File: src/rtl/edge_term_pkg.sv
// Shared definitions for the edge termination tile: loopback mode encodings
// and the layout of the mode register loaded from the configuration chain.
package edge_term_pkg;

  localparam int unsigned MODE_W = 6;

  localparam logic [1:0] MODE_STRAIGHT = 2'b00;
  localparam logic [1:0] MODE_ROTATE   = 2'b01;
  localparam logic [1:0] MODE_TIELOW   = 2'b10;
  localparam logic [1:0] MODE_REG      = 2'b11;

  // One 2-bit loopback selector per wire group, LSBs drive the single-hop group.
  typedef struct packed {
    logic [1:0] w4;
    logic [1:0] w2;
    logic [1:0] w1;
  } cfg_mode_t;

endpackage

File: src/rtl/clk_buf.sv
// Clock buffer forwarding the user clock up the column.
module clk_buf (
  input  logic a,
  output logic x
);

  assign x = a;

endmodule

File: src/rtl/my_buf.sv
// Single-bit fabric buffer used on the unregistered configuration chain.
module my_buf (
  input  logic a,
  output logic x
);

  assign x = a;

endmodule

File: src/rtl/term_loop_group.sv
// One wire group of the loopback: straight, rotate, tie-low or one-cycle registered.
module term_loop_group
  import edge_term_pkg::*;
#(
  parameter int unsigned W = 4
) (
  input  logic         UserCLK,
  input  logic         Reset,
  input  logic [1:0]   mode,
  input  logic [W-1:0] in,
  output logic [W-1:0] out
);

  logic [W-1:0] in_q;
  logic [W-1:0] rot;

  // Sampled every cycle so entering REG mode never shows stale data.
  always_ff @(posedge UserCLK or posedge Reset) begin
    if (Reset) begin
      in_q <= '0;
    end else begin
      in_q <= in;
    end
  end

  assign rot = {in[0], in[W-1:1]};

  always_comb begin
    out = in;
    case (mode)
      MODE_STRAIGHT: out = in;
      MODE_ROTATE:   out = rot;
      MODE_TIELOW:   out = '0;
      MODE_REG:      out = in_q;
      default:       out = in;
    endcase
  end

endmodule

File: src/rtl/edge_term_pipe.sv
// Top-edge termination tile: loops N wires back as S wires under a chain-loaded
// mode register and retimes the frame configuration chain by PIPE_STAGES cycles.
module edge_term_pipe
  import edge_term_pkg::*;
#(
  parameter int unsigned FrameBitsPerRow = 32,
  parameter int unsigned MaxFramesPerCol = 20,
  parameter int unsigned PIPE_STAGES     = 0,
  parameter int unsigned W1              = 4,
  parameter int unsigned W2              = 8,
  parameter int unsigned W4              = 16,
  parameter int unsigned CFG_FRAME       = 0
) (
  input  logic                       UserCLK,
  input  logic                       Reset,
  input  logic [W1-1:0]              N1END,
  input  logic [W2-1:0]              N2MID,
  input  logic [W2-1:0]              N2END,
  input  logic [W4-1:0]              N4END,
  output logic [W1-1:0]              S1BEG,
  output logic [W2-1:0]              S2BEG,
  output logic [W2-1:0]              S2BEGb,
  output logic [W4-1:0]              S4BEG,
  output logic                       UserCLKo,
  input  logic [FrameBitsPerRow-1:0] FrameData,
  output logic [FrameBitsPerRow-1:0] FrameData_O,
  input  logic [MaxFramesPerCol-1:0] FrameStrobe,
  output logic [MaxFramesPerCol-1:0] FrameStrobe_O,
  output logic [MODE_W-1:0]          CfgMode_O
);

  logic      strb_q;
  logic      load;
  cfg_mode_t mode_q;

  clk_buf u_clk_buf (.a(UserCLK), .x(UserCLKo));

  // strb_q resets high so a strobe already asserted at reset release is ignored.
  assign load = FrameStrobe[CFG_FRAME] & ~strb_q;

  always_ff @(posedge UserCLK or posedge Reset) begin
    if (Reset) begin
      strb_q <= 1'b1;
      mode_q <= '0;
    end else begin
      strb_q <= FrameStrobe[CFG_FRAME];
      if (load) begin
        mode_q <= FrameData[MODE_W-1:0];
      end
    end
  end

  assign CfgMode_O = mode_q;

  term_loop_group #(.W(W1)) u_w1 (
    .UserCLK (UserCLK),
    .Reset   (Reset),
    .mode    (mode_q.w1),
    .in      (N1END),
    .out     (S1BEG)
  );

  term_loop_group #(.W(W2)) u_w2_mid (
    .UserCLK (UserCLK),
    .Reset   (Reset),
    .mode    (mode_q.w2),
    .in      (N2MID),
    .out     (S2BEG)
  );

  term_loop_group #(.W(W2)) u_w2_end (
    .UserCLK (UserCLK),
    .Reset   (Reset),
    .mode    (mode_q.w2),
    .in      (N2END),
    .out     (S2BEGb)
  );

  term_loop_group #(.W(W4)) u_w4 (
    .UserCLK (UserCLK),
    .Reset   (Reset),
    .mode    (mode_q.w4),
    .in      (N4END),
    .out     (S4BEG)
  );

  // Frame chain: data and strobes always travel through the same number of stages.
  if (PIPE_STAGES == 0) begin : g_nopipe
    for (genvar i = 0; i < FrameBitsPerRow; i++) begin : g_data
      my_buf u_buf (.a(FrameData[i]), .x(FrameData_O[i]));
    end
    for (genvar i = 0; i < MaxFramesPerCol; i++) begin : g_strb
      my_buf u_buf (.a(FrameStrobe[i]), .x(FrameStrobe_O[i]));
    end
  end else begin : g_pipe
    logic [FrameBitsPerRow-1:0] data_q [PIPE_STAGES];
    logic [MaxFramesPerCol-1:0] strb_pipe_q [PIPE_STAGES];

    for (genvar s = 0; s < PIPE_STAGES; s++) begin : g_stage
      logic [FrameBitsPerRow-1:0] data_d;
      logic [MaxFramesPerCol-1:0] strb_d;

      if (s == 0) begin : g_head
        assign data_d = FrameData;
        assign strb_d = FrameStrobe;
      end else begin : g_tail
        assign data_d = data_q[s-1];
        assign strb_d = strb_pipe_q[s-1];
      end

      always_ff @(posedge UserCLK or posedge Reset) begin
        if (Reset) begin
          data_q[s]      <= '0;
          strb_pipe_q[s] <= '0;
        end else begin
          data_q[s]      <= data_d;
          strb_pipe_q[s] <= strb_d;
        end
      end
    end

    assign FrameData_O   = data_q[PIPE_STAGES-1];
    assign FrameStrobe_O = strb_pipe_q[PIPE_STAGES-1];
  end

endmodule
File: config.mk
export PLATFORM = sky130hd
export DESIGN_NAME = edge_term_pipe
export DESIGN_NICKNAME = d
export VERILOG_FILES = /design/src/rtl/edge_term_pkg.sv /design/src/rtl/clk_buf.sv /design/src/rtl/my_buf.sv /design/src/rtl/term_loop_group.sv /design/src/rtl/edge_term_pipe.sv
export SDC_FILE = /design/constraint.sdc
export NUM_CORES = 1
export LEC_CHECK = 0
export ABC_AREA = 1
export BUFFER_PORTS_ARGS = -buffer_cell sky130_fd_sc_hd__buf_2
export CAP_MARGIN = 20
export CORE_AREA = 2 2 86 88
export DETAILED_ROUTE_END_ITERATION = 8
export DIE_AREA = 0 0 88 90
export GPL_ROUTABILITY_DRIVEN = 0
export PLACE_DENSITY_LB_ADDON = 0.08
export SYNTH_ARGS = -nofsm -noshare
export SYNTH_HDL_FRONTEND = slang
export SYNTH_SLANG_ARGS = --single-unit
export TNS_END_PERCENT = 20
File: constraint.sdc
create_clock -name UserCLK -period 1.23 [get_ports UserCLK]
set_input_delay 0.1845 -clock UserCLK [delete_from_list [all_inputs] [get_ports UserCLK]]
set_output_delay 0.1845 -clock UserCLK [all_outputs]
set_load 0.05 [all_outputs]
==> flow_summary.ini, run 1 <==
[setup_path]
cp.buffers_inverters = 2
r2r_end = CfgMode_O[5]
rr_worst_depth = 4
critical_path_peak_fanout = 5
crit_path_start = CfgMode_O[3]
end_kind = output pin
reg2reg_setup_slack_ns = 0.29
critPathRequiredTime_ns = 1.05
startpoint_type = flop
critPathTopFamily = flip-flops
r2r_start = strb_q
critical_path.slowest_cell = dfrtp_2
criticalPathCategory = flop to output pin
critical_path.max_stage_delay_ns = 0.52
timing.critical_path.arrival_ns = 1.57
critical_path.cell_chain = nor2_4 > buf_12 > nand2_2 > nand3_4 > buf_8

[yosys]
synth_area_per_cell_um2 = 8.57
syn-num-nets = 376
netlist_instances = 286
synth.yosys.warnings = 0
synth.ff_latch_count = 43
netlist_area_um2 = 2450
synth.lib_cells_used.distinct = 12
ys_seq_area_frac = 0.440

[min_path]
timing.hold.worst_path_depth = 5
hold_path_end = CfgMode_O[2]
hold_start = FrameStrobe[0]
min-delay-path-class = primary input to flop

[global_route]
grt_pass1_wl_mm = 11.6
gr-usage-all-layers = 0.185
grt_max_degree = 44
first_global_vias = 2372
grt_antenna_before_repair = 0
overflow = 0

[die]
core.rowCount = 31
start_util = 0.349
core-area_um2 = 7020
io-pin-count = 185
die_width_um = 88
die_ar_um2 = 7920
die_h_um = 90

[sta]
worst_slew_margin_rel = 0.732
period_needed_ns = 1.75
fmax_mhz = 570
skew_ns = 0.0104
hold_violations_final = 0
final.hold.worst_slack_ns = 0.175
worst_pin_slew_ns = 0.400
setup-violations-final = 42
tns_ns = -17.14
finalWorstSetupSlack_ns = -0.524
post_route_clock_period_utilization = 1.43
slew_viol_final = 0
rsz0062_at_grt = yes

[run]
max-cap-violations = 0

[placement]
dpl_wire_length_mm = 4.09
count_of_buffers_inserted_at_the_top_level_ports = 94

[layout]
area.growth.synth_to_final_pct = 73.6
post_route_core_utilization = 0.606
drive_above_1_share = 0.522
final_net_count = 472
n_fill_cell = 601
multiInputGateArea_um2 = 1330
final_common_cell = nand3_1
seqCellArea_um2 = 1080
most-common-layout-cells = 55 x nand3_1, 51 x buf_2, 44 x nand2_1, 44 x dlygate4sd3_1, 36 x dfrtp_1
antenna_cells_inserted = 0

[clock_tree]
clk_pin_slew_ns = 0.09
insertion_delay_ns = 0.40
cts_tree = done

[drt]
routed_wl_mm = 6.86
routedWlPerCell_um = 14.2
via_per_inst = 4.78
drc = 0
dr.first_iter.drc_count = 115
routed_vias = 2306
firstDrtPassIters = 4
drt.antenna.violating_nets = 0

[power]
power_density_nw_per_um2 = 1450
ir_worst_vdd_v = 0.00129
power_leakage_nw = 2.02

[run_status]
violations = setup timing
result_of_the_run = finished with violations
-- layout make-up --
| cell class | instances | share of cell area |
|---|---|---|
| clock buffers | 10 | 0.0323 |
| clock inverters | 2 | 0.00823 |
| inverters | 6 | 0.00647 |
| multi-input cells | 169 | 0.312 |
| flip-flops and latches | 43 | 0.255 |
| well taps | 99 | 0.0291 |
| repair buffers | 153 | 0.357 |
-- state kept, by name (all words and copies together), names as in the netlist --
signal / count
u_w2_end.in_q: 8
CfgMode_O: 6
strb_q: 1
u_w2_mid.in_q: 8
u_w1.in_q: 4
u_w4.in_q: 16
-- report_power, final --
part	switching, mW	internal [mW]	leakage [nW]	total, mW
combinational	1.72	1.19	1.43	2.91
sequential	0.0979	1.50	0.497	1.60
clock	0.706	0.941	0.0899	1.65
total	2.52	3.64	2.02	6.16
-- cell families after synthesis --
group / after synthesis / synth area share
buffers and inverters: 76 / 0.232
DFF: 43 / 0.440
and+or+nand+nor: 167 / 0.328
-- layer usage --
layer | vias to the layer above | global-route usage | share of wire
li1 | 1093 | - | -
met1 | 1119 | 0.242 | 0.45
met2 | 84 | 0.287 | 0.48
met3 | 10 | 0.0560 | 0.062
met4 | 0 | 0.0641 | 0.015
met5 | - | 0 | 0
-- per-stage QoR --
step                      std cells  instance area [µm²]  total power [mW]  worst slack (ns)
after floorplan                 286                 2840              3.87            -0.138
after global placement          422                 3000              3.87            -0.191
after detailed placement        422                 3000              3.87            -0.200
after CTS                       482                 4120              6.11            -0.513
after global routing            482                 4260              6.43            -0.602
final                           482                 4260              6.16            -0.524
-- worst register-to-register path, cell delays in order, from the launching register on --
cell and delay [ns]:
dfstp_2 0.53, inv_1 0.04, nand2_1 0.17, nand2_1 0.08
nand2_1 0.06
-- worst max path at each step --
| stage | cells past startpoint | endpoint |
|---|---|---|
| 2_1_floorplan | 5 | S2BEG[7] |
| 3_3_place_gp | 4 | S2BEG[4] |
| 3_5_place_dp | 4 | S2BEG[2] |
| 4_1_cts | 5 | S2BEGb[5] |
| 5_1_grt | 5 | S2BEG[6] |
| 6_report | 5 | S2BEG[4] |
-- synthesized netlist by cell type --
cell type    n  share of area
inv_1        4         0.0061
nand3_2      2         0.0082
inv_2        2         0.0031
nor2_8       2          0.016
dfstp_2      1          0.011
buf_2        2         0.0041
buf_6        7          0.032
nor2_1       2         0.0031
buf_4       61           0.19
nand2_1     55          0.084
dfrtp_1     42           0.43
nand3_1    106           0.22
-- repair_timing --
| item | in CTS | in global routing |
|---|---|---|
| endpoints found under the hold margin | 85 | 0 |
| pin swaps | 7 | 11 |
| gates cloned | 2 | 0 |
| gates resized for setup | 135 | 33 |
| hold buffers | 44 | 0 |
| setup endpoints to repair | 43 | 42 |
| setup buffers | 3 | 0 |
Power figures use the tool's default switching activity.
==> run 2: changes to the inputs <==
--- a/config.mk
+++ b/config.mk
@@ -14,3 +14,3 @@
 export GPL_ROUTABILITY_DRIVEN = 0
-export PLACE_DENSITY_LB_ADDON = 0.08
+export PLACE_DENSITY = 0.72
 export SYNTH_ARGS = -nofsm -noshare
--- a/constraint.sdc
+++ b/constraint.sdc
@@ -3,2 +3,2 @@
 set_output_delay 0.1845 -clock UserCLK [all_outputs]
-set_load 0.05 [all_outputs]
+set_load 0.01 [all_outputs]
==> run 2 against run 1 <==
The flow still finishes with violations (setup timing). Critical path depth down 1. Die area unchanged. Register-to-register slack worse by 0.03 ns. Total power down 32%. Sequential cell count unchanged. Sequential power about the same. Routed wire length down 8.1%. Hold slack worse by 0.15 ns. Clock skew down 0.0078 ns. First-iteration DRC count down 15%. Core utilization down 12 points. Highest routed layer unchanged.
==> flow_summary.ini, run 2 (synthesis results as in run 1) <==
[global_route]
grt_max_degree = 44
grt_antenna_before_repair = 0
grt_pass1_wl_mm = 10.1
overflow = 0
gr-usage-all-layers = 0.158
first_global_vias = 2242

[die]
io-pin-count = 185
die_width_um = 88
die_h_um = 90
start_util = 0.349
core-area_um2 = 7020
core.rowCount = 31
die_ar_um2 = 7920

[placement]
placement.setup.worst_slack_ns = -0.0571
dpl_wire_length_mm = 3.86
placed_cells = 423
count_of_buffers_inserted_at_the_top_level_ports = 94

[layout]
post_route_core_utilization = 0.485
area.growth.synth_to_final_pct = 39.1
final_common_cell = nand3_1
largest_reg_flops = 16
n_fill_cell = 673
largest_registers = u_w4.in_q x16, u_w2_end.in_q x8, u_w2_mid.in_q x8
stdcell_count = 483
antenna_cells_inserted = 0
final_net_count = 473
largest_register = u_w4.in_q
drive_above_1_share = 0.383
most-common-layout-cells = 99 x nand3_1, 88 x buf_2, 52 x nand2_1

[setup_path]
cp.buffers_inverters = 1
critical_path.slowest_cell = dfrtp_4
critical_path_peak_fanout = 8
end_kind = output pin
critical_path.max_stage_delay_ns = 0.58
critPathRequiredTime_ns = 1.05
timing.critical_path.arrival_ns = 1.49
criticalPathCategory = flop to output pin
startpoint_type = flop
critPathTopFamily = flip-flops
critical_path.cell_chain = nor2_4 > nand2_1 > nand3_1 > buf_2

[clock_tree]
cts_tree = done
insertion_delay_ns = 0.39
clk_pin_slew_ns = 0.08

[power]
total_power_mw = 4.18
ir_worst_vdd_v = 0.000776
power_leakage_nw = 1.69
power_density_nw_per_um2 = 1230

[drt]
routed_wl_mm = 6.30
dr.first_iter.drc_count = 98
firstDrtPassIters = 4
drc = 0
routed_vias = 2289
routedWlPerCell_um = 13.0
via_per_inst = 4.74
drt.antenna.violating_nets = 0

[sta]
finalWorstSetupSlack_ns = -0.441
fmax_mhz = 599
worst_pin_slew_ns = 0.389
hold_violations_final = 0
rsz0062_at_grt = yes
post_route_clock_period_utilization = 1.36
worst_slew_margin_rel = 0.739
setup-violations-final = 42
skew_ns = 0.00268
slew_viol_final = 0
final.hold.worst_slack_ns = 0.0208
period_needed_ns = 1.67

[min_path]
min-delay-path-class = primary input to flop

[run]
max-cap-violations = 0

[run_status]
violations = setup timing
result_of_the_run = finished with violations
## run 2: area by class of cell
type,instances,area [µm²],area share
Clock buffer,11,123,0.0360
Multi-Input combinational cell,169,885,0.260
Inverter,6,32.5,0.00954
Clock inverter,1,5.00,0.00147
Timing Repair inverter,1,5.00,0.00147
Tap cell,99,124,0.0363
Sequential cell,43,1080,0.318
Timing Repair Buffer,153,1150,0.338
## run 2: repair_timing
| item | 4_1_cts | 5_1_grt |
|---|---|---|
| setup buffers | 2 | 1 |
| setup endpoints to repair | 42 | 42 |
| cloned | 1 | 3 |
| pin swaps | 8 | 16 |
| hold buffers | 42 | 0 |
| gates resized for setup | 17 | 22 |
| hold endpoints to repair | 83 | 0 |
## run 2: through the flow
step,instance area [µm²],setup TNS [ns]
detailed placement,2640,-0.639
global route,3410,-17.42
floorplan,2450,0
global placement,2640,-0.0232
finish,3410,-14.47
CTS,3270,-14.21
## run 2: routing by layer
layer | global-route usage | vias to the layer above | share of wire
met5 | 0 | - | 0
met4 | 0.0615 | 0 | 0.013
met3 | 0.0413 | 9 | 0.069
met2 | 0.253 | 110 | 0.50
met1 | 0.201 | 1071 | 0.42
li1 | - | 1099 | -
## run 2: path summary, 6_finish.rpt
path,start,to,slack [ns],cells past startpoint
worst max-delay path,CfgMode_O[5],S4BEG[5],-0.44,4
worst min-delay path,FrameData[5],CfgMode_O[5],0.02,3
worst max register to register,CfgMode_O[5],CfgMode_O[5],0.26,3
worst min register to register,CfgMode_O[2],CfgMode_O[2],0.64,3
max in group asynchronous,Reset,strb_q,0.60,4
min in group asynchronous,Reset,u_w4.in_q[15],0.35,4
## run 2: power by group
part	switching, mW	internal (mW)
clock network	0.550	0.629
registers	0.0851	1.50
logic	0.742	0.668
## run 2: tightest hold or removal path, cell delays in order
cell,delay [ns]
buf_2,0.08
nand2_1,0.05
nand2_1,0.06
